File: src/rtl/tmr_scrub_pkg.sv
// Shared encodings for the TMR scrub reader: injection target select and
// err_loc bit positions.
package tmr_scrub_pkg;

  typedef enum logic [1:0] {
    SEL_A    = 2'd0,
    SEL_B    = 2'd1,
    SEL_C    = 2'd2,
    SEL_NONE = 2'd3
  } inj_sel_e;

  localparam int unsigned LOC_A = 0;
  localparam int unsigned LOC_B = 1;
  localparam int unsigned LOC_C = 2;

endpackage

File: src/rtl/tmr_maj3.sv
// Bitwise 2-of-3 majority vote across three equal-width words.
module tmr_maj3 #(
  parameter int WIDTH = 8
) (
  input  logic [WIDTH-1:0] a,
  input  logic [WIDTH-1:0] b,
  input  logic [WIDTH-1:0] c,
  output logic [WIDTH-1:0] y
);

  always_comb begin
    y = (a & b) | (b & c) | (a & c);
  end

endmodule

File: src/rtl/tmr_scrub_reader.sv
// Triple-redundant register with majority-voted read, optional scrubbing,
// fault injection, and mismatch status (pulse, sticky flag, counter, location).
module tmr_scrub_reader
  import tmr_scrub_pkg::*;
#(
  parameter int WIDTH = 8,
  parameter int CNT_W = 8
) (
  input  logic             c,
  input  logic             rst_b,
  input  logic             we,
  input  logic [WIDTH-1:0] d,
  input  logic             scrub_en,
  input  logic             inj_en,
  input  logic [1:0]       inj_sel,
  input  logic [WIDTH-1:0] inj_mask,
  input  logic             clr,
  output logic [WIDTH-1:0] q,
  output logic             err,
  output logic             err_flag,
  output logic [CNT_W-1:0] err_cnt,
  output logic [2:0]       err_loc
);

  localparam logic [CNT_W-1:0] CNT_MAX = '1;

  logic [WIDTH-1:0] copy_a, copy_b, copy_c;
  logic [WIDTH-1:0] a_nxt, b_nxt, c_nxt;
  logic             mm, mm_prev, evt;
  logic [2:0]       loc_now;
  inj_sel_e         sel;

  assign sel = inj_sel_e'(inj_sel);

  tmr_maj3 #(.WIDTH(WIDTH)) u_maj (
    .a (copy_a),
    .b (copy_b),
    .c (copy_c),
    .y (q)
  );

  always_comb begin
    mm  = (copy_a != copy_b) | (copy_b != copy_c);
    evt = mm & ~mm_prev;
    loc_now        = '0;
    loc_now[LOC_A] = (copy_a != q);
    loc_now[LOC_B] = (copy_b != q);
    loc_now[LOC_C] = (copy_c != q);
  end

  // Priority: write, then injection, then scrub-on-mismatch, else hold.
  always_comb begin
    a_nxt = copy_a;
    b_nxt = copy_b;
    c_nxt = copy_c;
    if (we) begin
      a_nxt = d;
      b_nxt = d;
      c_nxt = d;
    end else if (inj_en) begin
      case (sel)
        SEL_A:   a_nxt = copy_a ^ inj_mask;
        SEL_B:   b_nxt = copy_b ^ inj_mask;
        SEL_C:   c_nxt = copy_c ^ inj_mask;
        default: ;
      endcase
    end else if (mm && scrub_en) begin
      a_nxt = q;
      b_nxt = q;
      c_nxt = q;
    end
  end

  always_ff @(posedge c or negedge rst_b) begin
    if (!rst_b) begin
      copy_a <= '0;
      copy_b <= '0;
      copy_c <= '0;
    end else begin
      copy_a <= a_nxt;
      copy_b <= b_nxt;
      copy_c <= c_nxt;
    end
  end

  always_ff @(posedge c or negedge rst_b) begin
    if (!rst_b) begin
      err     <= 1'b0;
      mm_prev <= 1'b0;
    end else begin
      err     <= mm;
      mm_prev <= mm;
    end
  end

  // Set wins over clear so a persisting mismatch is never hidden.
  always_ff @(posedge c or negedge rst_b) begin
    if (!rst_b) begin
      err_flag <= 1'b0;
    end else if (mm) begin
      err_flag <= 1'b1;
    end else if (clr) begin
      err_flag <= 1'b0;
    end
  end

  always_ff @(posedge c or negedge rst_b) begin
    if (!rst_b) begin
      err_cnt <= '0;
    end else if (clr) begin
      err_cnt <= evt ? CNT_W'(1) : '0;
    end else if (evt && (err_cnt != CNT_MAX)) begin
      err_cnt <= err_cnt + CNT_W'(1);
    end
  end

  always_ff @(posedge c or negedge rst_b) begin
    if (!rst_b) begin
      err_loc <= '0;
    end else if (mm) begin
      err_loc <= loc_now;
    end else if (clr) begin
      err_loc <= '0;
    end
  end

endmodule

File: config.mk
export PLATFORM = sky130hd
export DESIGN_NAME = tmr_scrub_reader
export DESIGN_NICKNAME = d
export VERILOG_FILES = /design/src/rtl/tmr_scrub_pkg.sv /design/src/rtl/tmr_maj3.sv /design/src/rtl/tmr_scrub_reader.sv
export SDC_FILE = /design/constraint.sdc
export NUM_CORES = 1
export LEC_CHECK = 0
export CORE_MARGIN = 5
export CORE_UTILIZATION = 40
export CTS_CLUSTER_DIAMETER = 40
export CTS_CLUSTER_SIZE = 40
export DETAILED_ROUTE_END_ITERATION = 8
export GPL_TIMING_DRIVEN = 0
export SYNTH_ARGS = -nofsm -noshare
export SYNTH_HDL_FRONTEND = slang
export SYNTH_SLANG_ARGS = --single-unit
File: constraint.sdc
create_clock -name c -period 6.5 [get_ports c]
set_input_delay 0.65 -clock c [delete_from_list [all_inputs] [get_ports c]]
set_output_delay 0.65 -clock c [all_outputs]
set_load 0.01 [all_outputs]
==> metrics.yaml, run 1 <==
sta:
  fin_crit_sh_pct: 42.44
  final_max_slew_viol_count: 0
  whs_ns: 0.2680
  finalCriticalPeriod_ns: 2.758
  relSlewSlack_pct: 35.64
  setup_violations: 0
  skew_ns: 0.007242
  rsz0062_at_grt: "false"
  fmax_mhz: 362.5
  hold_viol: 0
  setup-tns-final_ns: 0
  worstMarginPinSlew_ns: 0.9612
power_and_ir_drop:
  leakagePower_nw: 1.424
  p_per_area_nw_per_um2: 235.7
  ir_drop_mv: 0.09385
  power_w: 0.0008587
run:
  drv_cap: 0
synth:
  synthArstFlopShare_pct: 100.0
  syn-instance-count: 339
  syn_nets: 380
  yosysUniqueCellTypes: 46
  synth.most_common_cell: "nand2_1"
  ys_seq_area_share_pct: 31.30
  ys_ff_latch: 37
  synth_top_area_share_pct: 31.30
  synth.avg_cell_area_sq_um: 8.725
  yosysTopAreaCell: "dfrtp_1"
  synth.area.top_cells: "dfrtp_1 (31%), o22ai_2 (8.5%), nand2_1 (7.6%)"
  synth_area_sq_um: 2958
  synthTopCellsByCount: "nand2_1 (60), dfrtp_1 (37), nor2_1 (37), o21ai_0 (36), o22ai_2 (20)"
  synth_edf_count: 0
  ys.flop_type: "dfrtp_1"
  yosysWarnings: 0
clock_tree:
  cts_sinks: 37
  htreeDepth: 2
  cts_hold_buf: 0
  cts_tree: "done"
  cts_root_buffer: "clkbuf_8"
  post_cts_resized: 0
  clk_latency_ns: 0.29
  cts_buffers: 5
  post-cts-setup-buffers: 0
  clock_path_buffers: 2
  clk_pin_slew_worst_paths_ns: 0.08
floorplan:
  core_sq_um: 7214
  die_height_microns: 95.99
  dieArea_sq_um: 9214
  placementRows: 31
  die_x_microns: 95.99
  io_pins: 45
  initial_utilization_pct: 41.00
global_routing:
  grt_pass1_wl_microns: 13580
  grt_max_degree: 24
  antenna_found_initial: 0
  grt_util_all_layers_pct: 19.27
  grt_pass1_vias: 2702
  overflow: 0
setup_path:
  cp-endpoint: "q[3]"
  critPathLaunchType: "flip-flop"
  r2r_end: "copy_a[7]"
  crit_required_ns: 5.85
  crit_path_start: "copy_a[3]"
  worst-r2r-setup-slack_ns: 3.98
  reg2reg_from: "copy_a[2]"
  reg2reg_depth: 5
  critPathMaxFanout: 7
  crit_type: "flip-flop to output port"
  critPathArrivalTime_ns: 2.11
  endpoint_kind: "output port"
cells_and_area:
  post_layout_nonfiller_instances: 490
  final_util_pct: 50.50
  fin_nets: 431
  layout-drive-gt1-share_pct: 14.83
  syn_to_final_growth_pct: 23.18
  antenna_cells: 0
routing:
  drcViolationCount: 0
  detail-route-antenna-nets: 0
  first_pass_iters: 4
  drtIter0Drc: 113
  dr_total_vias: 2761
  viasPerCell: 5.635
  wl_per_cell_microns: 17.10
  finalWirelength_microns: 8377
placement:
  port_buffers: 43
  place_congestion: 0.8443
  hpwl_microns: 6172
  dp.cells: 482
min_path:
  hold_class: "input pin to asynchronous set/reset pin"
outcome:
  outcome: "complete, no violations"
[critical path, stage by stage (launching register included)]
cell and delay [ns]:
dfrtp_1 0.46, ha_1 0.28, a211oi_1 0.50, inv_1 0.08, clkdlybuf4s50_1 0.49
[cells in the final DEF, fill, tap and decap left out, types with 6 or more instances in the layout]
cell | Yosys | routed
nand2_1 | 60 | 60
clkdlybuf4s50_1 | 0 | 42
nor2_1 | 37 | 37
dfrtp_1 | 37 | 37
o21ai_0 | 36 | 36
o22ai_2 | 20 | 20
ha_1 | 17 | 17
or4b_2 | 13 | 13
inv_1 | 10 | 10
a21oi_1 | 9 | 9
o21bai_1 | 9 | 9
nand2b_1 | 9 | 9
a211oi_1 | 8 | 8
xnor2_1 | 8 | 8
nor4_1 | 6 | 6
clkbuf_8 | 0 | 6
[state kept, by name, indices dropped and copies added, names as in the netlist]
name / cells
copy_a: 8
copy_b: 8
err_cnt: 8
mm_prev: 1
err_flag: 1
err_loc: 3
copy_c: 8
[final cells by class]
cell class / count / area, sq um
fillers: 712 / 3571
multi-input cells: 280 / 1931
inverters: 10 / 37.54
clock inverters: 1 / 30.03
well taps: 99 / 123.9
plain buffers: 12 / 63.81
flip-flops and latches: 37 / 925.9
clock buffers: 7 / 86.33
repair buffers: 44 / 445.4
[layer usage]
layer | vias to the layer above | GRT usage (%) | part of all wire (%)
met5 | - | 0 | 0
met4 | 0 | 6.991 | 2.6
met3 | 20 | 3.518 | 4.0
met2 | 69 | 29.96 | 45
met1 | 1308 | 26.57 | 48
li1 | 1364 | - | -
[metrics by stage]
stage	cell area (sq um)	worst slack [ns]
6_report	3643	3.742
5_1_grt	3643	3.643
4_1_cts	3643	3.747
3_5_place_dp	3527	3.495
3_3_place_gp	3512	3.481
2_1_floorplan	2958	4.454
[logic make-up after synthesis]
logic type	synth area share, %
muxes	0.3807
DFF	31.30
adders and majority gates	7.191
buffers and inverters	3.426
and+or+nand+nor	29.10
xor gates and xnor gates	2.369
AOI/OAI and AO/OA	26.23
[worst min-delay path by stage]
stage                   from         to  cells after the start
floorplan              rst_b  copy_a[0]                      0
global placement    err_flag   err_flag                      1
detailed placement  err_flag   err_flag                      1
CTS                    rst_b  copy_a[7]                      1
global route           rst_b  copy_b[7]                      1
finish                 rst_b  copy_a[7]                      1
[power breakdown]
| group | internal (W) | switching, W |
|---|---|---|
| clock | 0.000125 | 0.0000898 |
| sequential | 0.000256 | 0.0000444 |
| combinational | 0.000163 | 0.000180 |
(Power assumes the default switching activity.)
==> run 2, diff against run 1 <==
Clock period 6.5 ns to 2.77 ns, I/O delays scaled along.
==> metrics.yaml, run 2 (synthesis gave the netlist of run 1 again) <==
outcome:
  outcome: "complete, no violations"
global_routing:
  grt_util_all_layers_pct: 19.27  # unchanged
  grt_pass1_vias: 2702  # unchanged
  grt_max_degree: 24  # unchanged
  grt_pass1_wl_microns: 13580  # unchanged
  antenna_found_initial: 0  # unchanged
  overflow: 0  # unchanged
routing:
  drcViolationCount: 0  # unchanged
  maxUsedRoutingLayer: "met4"
  drtIter0Drc: 135  # +19%
  wl_met2_microns: 3848  # +1.7%
  finalWirelength_microns: 8407  # +0.36%
  detail-route-antenna-nets: 0  # unchanged
  viasPerCell: 5.646  # +0.19%
  dr_total_vias: 2772  # +0.40%
  wl_per_cell_microns: 17.12  # +0.15%
  wl_met1_microns: 3971  # -1.7%
  dr_wl_met3_microns: 371  # +10%
  first_pass_iters: 4  # unchanged
floorplan:
  die_x_microns: 95.99  # unchanged
  io_pins: 45  # unchanged
  initial_utilization_pct: 41.00  # unchanged
  dieArea_sq_um: 9214  # unchanged
  core_sq_um: 7214  # unchanged
  placementRows: 31  # unchanged
  die_height_microns: 95.99  # unchanged
setup_path:
  r2r_end: "copy_a[7]"
  crit_required_ns: 2.92  # -2.93 ns
  reg2reg_depth: 5  # unchanged
  crit_type: "flip-flop to flip-flop"
  path_buf_inv: 0  # -2
  slowest_stage: "nor3_4"
  critPathMaxFanout: 8  # +1
  critPathArrivalTime_ns: 2.68  # +0.57 ns
  endpoint_kind: "flip-flop"
  cp_cell_sequence: "ha_1, nor4_4, a41oi_4, nor3_4, o22ai_1"
  slowest_delay_ns: 0.69  # +0.19 ns
  reg2reg_from: "copy_a[2]"
  path_delay_family: "simple AND/OR/NAND/NOR gates"
  worst-r2r-setup-slack_ns: 0.24  # -3.74 ns
  critPathLaunchType: "flip-flop"
clock_tree:
  clk_pin_slew_worst_paths_ns: 0.08  # about the same
  cts_tree: "done"
  clk_latency_ns: 0.29  # about the same
  cts_root_buffer: "clkbuf_8"
  htreeDepth: 2  # unchanged
  clock_path_buffers: 2  # unchanged
  cts_sinks: 37  # unchanged
  cts_buffers: 5  # unchanged
  post-cts-setup-buffers: 0  # unchanged
power_and_ir_drop:
  switching_share_pct: 36.59  # -0.054 points
  p_per_area_nw_per_um2: 551.5  # +130%
  netSwitchingPower_w: 0.0007372  # +130%
  p_clk_share_pct: 25.0  # about the same
  leakagePower_nw: 1.428  # +0.29%
  power.internal_w: 0.001278  # +130%
  seq_power_share_pct: 35.0  # about the same
  ir_drop_mv: 0.2197  # +130%
  pwr-share-comb_pct: 40.0  # about the same
sta:
  final.setup.worst_slack_ns: 0.2442  # -3.497 ns
  setup-tns-final_ns: 0  # unchanged
  hold_viol: 0  # unchanged
  final_max_slew_viol_count: 0  # unchanged
  fin_crit_sh_pct: 91.18
  rsz0062_at_grt: "false"
  worstMarginPinSlew_ns: 0.9770  # +0.01576 ns
  relSlewSlack_pct: 34.58  # -1.1 points
  fmax_mhz: 395.9
  finalCriticalPeriod_ns: 2.526
  skew_ns: 0.007298  # +0.00005682 ns
  setup_violations: 0  # unchanged
cells_and_area:
  syn_to_final_growth_pct: 23.52
  fill_cells: 711  # -0.14%
  final_common_cell: "nand2_1"
  antenna_cells: 0  # unchanged
  layout-drive-gt1-share_pct: 14.80  # -0.038 points
  fin_nets: 432  # +0.23%
  mostFrequentLayoutCells: "nand2_1 (60), clkdlybuf4s50_1 (42), nor2_1 (37), dfrtp_1 (37), o21ai_0 (36)"
min_path:
  hold_class: "input pin to flip-flop"
  min_to: "err_cnt[3]"
  min_from: "clr"
  hold_path_depth: 2
placement:
  place_congestion: 0.8443  # unchanged
  port_buffers: 43  # unchanged
  hpwl_microns: 6172  # unchanged
  dp_slack_ns: 0.1378  # -3.357 ns
run:
  drv_cap: 0  # unchanged
-- run 2: changes by cell type in the layout (fill, tap and decap cells not counted), sizes merged --
cell and delta:
dlygate4sd3 +1
-- run 2: what timing repair did --
action	in CTS	in global routing
gates resized for setup	0	0
hold endpoints to repair	14	0
hold buffers	1	0
-- run 2: cell type report --
type / count / area (sq um) / area share, %
plain buffers: 12 / 63.81 / 1.747
clock buffers: 7 / 86.33 / 2.363
clock inverters: 1 / 30.03 / 0.8219
inverters: 10 / 37.54 / 1.027
multi-input cells: 280 / 1931 / 52.84
flip-flops and latches: 37 / 925.9 / 25.34
well taps: 99 / 123.9 / 3.390
repair buffers: 45 / 455.4 / 12.47
-- run 2: per-layer routing --
| metal | vias to the layer above | global-route usage, % |
|---|---|---|
| met3 | 17 | 3.440 |
| li1 | 1369 | - |
| met4 | 0 | 6.991 |
| met5 | - | 0 |
| met1 | 1308 | 26.62 |
| met2 | 78 | 29.96 |
-- run 2: stage by stage --
stage | hold slack, ns | instance area [sq um] | util, % | total power, W | instances
floorplan | -0.01859 | 2958 | - | 0.001245 | 339
global placement | 0.4745 | 3512 | 48.68 | 0.001501 | 481
detailed placement | 0.2231 | 3527 | 48.89 | 0.001518 | 482
CTS | 0.3720 | 3654 | 50.64 | 0.002027 | 491
global route | 0.3990 | 3654 | 50.64 | 0.002138 | 491
finish | 0.3716 | 3654 | 50.64 | 0.002015 | 491
-- run 2: power by group through the flow --
stage	logic [W]	clock network [W]	registers (W)
2_1_floorplan	0.000560	0	0.000685
5_1_grt	0.000884	0.000538	0.000716
6_report	0.000806	0.000504	0.000705
3_5_place_dp	0.000806	0	0.000712
3_3_place_gp	0.000793	0	0.000709
4_1_cts	0.000813	0.000512	0.000702
-- run 2: worst max path at each step --
stage / startpoint / to / slack [ns] / cells past startpoint
floorplan: copy_b[2] / copy_a[5] / 0.72 / 7
global route: copy_b[2] / copy_a[7] / 0.16 / 5
CTS: copy_b[2] / copy_a[7] / 0.28 / 5
global placement: inj_en / copy_a[2] / 0.12 / 5
detailed placement: inj_en / copy_a[2] / 0.14 / 5
finish: copy_a[2] / copy_a[7] / 0.24 / 5
==> run 3, diff against run 2 <==
Settings changed: CORE_UTILIZATION 40 to 55, GPL_ROUTABILITY_DRIVEN from default to 0, HOLD_SLACK_MARGIN from default to 0.15, PLACE_DENSITY from default to 0.81.
==> metrics.yaml, run 3 (synthesis gave the netlist of run 1 again) <==
routing:
  drcViolationCount: 0  # unchanged
  dr_total_vias: 2823  # +1.8%
  first_pass_iters: 5  # +1
  wl_per_cell_microns: 17.13  # about the same
  finalWirelength_microns: 7897  # -6.1%
  detail-route-antenna-nets: 0  # unchanged
  drtIter0Drc: 184  # +36%
  viasPerCell: 6.124  # +8.5%
cells_and_area:
  antenna_cells: 0  # unchanged
  layout-drive-gt1-share_pct: 14.83  # +0.038 points
  fill_cells: 417  # -41%
  syn_to_final_growth_pct: 21.74
  fin_nets: 431  # -0.23%
  post_layout_nonfiller_instances: 461  # -6.1%
  mostFrequentLayoutCells: "nand2_1 (60), clkdlybuf4s50_1 (42), nor2_1 (37), dfrtp_1 (37), o21ai_0 (36)"
  final_common_cell: "nand2_1"
floorplan:
  initial_utilization_pct: 57.18  # +16 points
  dieArea_sq_um: 6945  # -25%
  io_pins: 45  # unchanged
  die_x_microns: 83.34  # -13%
  core_sq_um: 5172  # -28%
  placementRows: 26  # -16%
  die_height_microns: 83.34  # -13%
placement:
  dp.cells: 452  # -6.2%
  hpwl_microns: 5805  # -5.9%
  port_buffers: 43  # unchanged
  dp_slack_ns: 0.2309  # +0.09307 ns
clock_tree:
  cts_sinks: 37  # unchanged
  htreeDepth: 2  # unchanged
  cts_buffers: 5  # unchanged
  clk_pin_slew_worst_paths_ns: 0.08  # about the same
  clk_latency_ns: 0.29  # about the same
  post-cts-setup-buffers: 0  # unchanged
  clock_path_buffers: 2  # unchanged
  cts_root_buffer: "clkbuf_8"
  cts_tree: "done"
setup_path:
  r2r_end: "copy_a[7]"
  endpoint_kind: "flip-flop"
  slowest_delay_ns: 0.61  # -0.08 ns
  critPathLaunchType: "flip-flop"
  critPathArrivalTime_ns: 2.61  # -0.07 ns
  crit_type: "flip-flop to flip-flop"
  cp_cell_sequence: "ha_1, nor4_4, a41oi_4, nor3_4, o22ai_1"
  slowest_stage: "nor3_4"
  critPathMaxFanout: 8  # unchanged
  reg2reg_from: "copy_b[2]"
  worst-r2r-setup-slack_ns: 0.31  # +0.07 ns
  crit_required_ns: 2.92  # about the same
  reg2reg_depth: 5  # unchanged
sta:
  setup_violations: 0  # unchanged
  hold_viol: 0  # unchanged
  relSlewSlack_pct: 39.21  # +4.6 points
  setup-tns-final_ns: 0  # unchanged
  fmax_mhz: 407.1  # +2.8%
  fin_crit_sh_pct: 88.69  # -2.5 points
  final_max_slew_viol_count: 0  # unchanged
  whs_ns: 0.3694  # -0.002188 ns
  rsz0062_at_grt: "false"
  worstMarginPinSlew_ns: 0.9078  # -0.06918 ns
  skew_ns: 0.004368  # -0.002930 ns
  finalCriticalPeriod_ns: 2.457  # -0.06919 ns
  final.setup.worst_slack_ns: 0.3134  # +0.06919 ns
run:
  drv_cap: 0  # unchanged
min_path:
  hold_class: "input pin to flip-flop"
  min_to: "err_cnt[5]"
  min_from: "clr"
  hold_path_depth: 2  # unchanged
global_routing:
  grt_util_all_layers_pct: 22.95  # +3.7 points
  grt_pass1_wl_microns: 12790  # -5.8%
  grt_max_degree: 38  # +58%
  grt_pass1_vias: 2545  # -5.8%
  antenna_found_initial: 0  # unchanged
  overflow: 0  # unchanged
power_and_ir_drop:
  p_clk_share_pct: 25.1  # about the same
  ir_drop_mv: 0.2995  # +36%
  pwr-share-comb_pct: 39.9  # about the same
  leakagePower_nw: 1.418  # -0.73%
  netSwitchingPower_w: 0.0007388  # +0.22%
  p_per_area_nw_per_um2: 559.0  # +1.4%
  power.internal_w: 0.001274  # -0.28%
  seq_power_share_pct: 35.0  # about the same
  power_w: 0.002013  # about the same
  switching_share_pct: 36.71  # +0.12 points
outcome:
  outcome: "complete, no violations"
==> run 3: per-stage QoR <==
| step | util [%] | instance area [sq um] |
|---|---|---|
| after floorplan | - | 2958 |
| after global placement | 67.20 | 3476 |
| after detailed placement | 67.10 | 3471 |
| after CTS | 69.62 | 3601 |
| after global routing | 69.62 | 3601 |
| final | 69.62 | 3601 |
==> run 3: cell type report <==
class / instances / area (sq um) / area share, %
clock buffers: 6 / 82.58 / 2.293
repair buffers: 44 / 435.4 / 12.09
well taps: 70 / 87.58 / 2.432
plain buffers: 12 / 63.81 / 1.772
flip-flops and latches: 37 / 925.9 / 25.71
clock inverters: 2 / 37.54 / 1.042
multi-input cells: 280 / 1931 / 53.61
inverters: 10 / 37.54 / 1.042
==> run 3: timing repair <==
item                                   in CTS  in global routing
resized for setup                           0                  0
endpoints found under the hold margin      37                  0
hold buffers                                1                  0
==> run 3: power groups by stage <==
stage                     Clock [W]  Combinational (W)  Sequential [W]
final                      0.000506           0.000802        0.000705
after detailed placement          0           0.000794        0.000711
after CTS                  0.000509           0.000802        0.000700
after global placement            0           0.000777        0.000705
after global routing       0.000539           0.000873        0.000715
after floorplan                   0           0.000560        0.000685
==> run 3: worst max-delay path: cells and delay by family (launching register included) <==
kind	cells	cell delay (ns)
AO/OA/AOI/OAI	2	0.45
adder cells (fa/ha/maj)	1	0.37
flip-flops	1	0.45
AND/OR/NAND/NOR	2	1.04
==> run 3: worst max-delay path by stage <==
stage	startpoint	to	slack (ns)	cells past startpoint
2_1_floorplan	copy_b[2]	copy_a[5]	0.72	7
3_5_place_dp	inj_en	copy_a[6]	0.23	5
4_1_cts	copy_b[2]	copy_a[7]	0.29	5
6_report	copy_b[2]	copy_a[7]	0.31	5
5_1_grt	copy_b[2]	copy_a[1]	0.15	5
3_3_place_gp	inj_en	copy_a[7]	0.25	5
==> run 3: per-layer routing <==
metal	routed length (microns)	part of all wire (%)	vias to the layer above	global-route usage, %
met5	0	0	-	0
met4	149	1.9	0	7.875
met3	539	6.8	14	3.465
met2	3683	47	98	37.76
met1	3524	45	1348	30.64
li1	-	-	1363	-
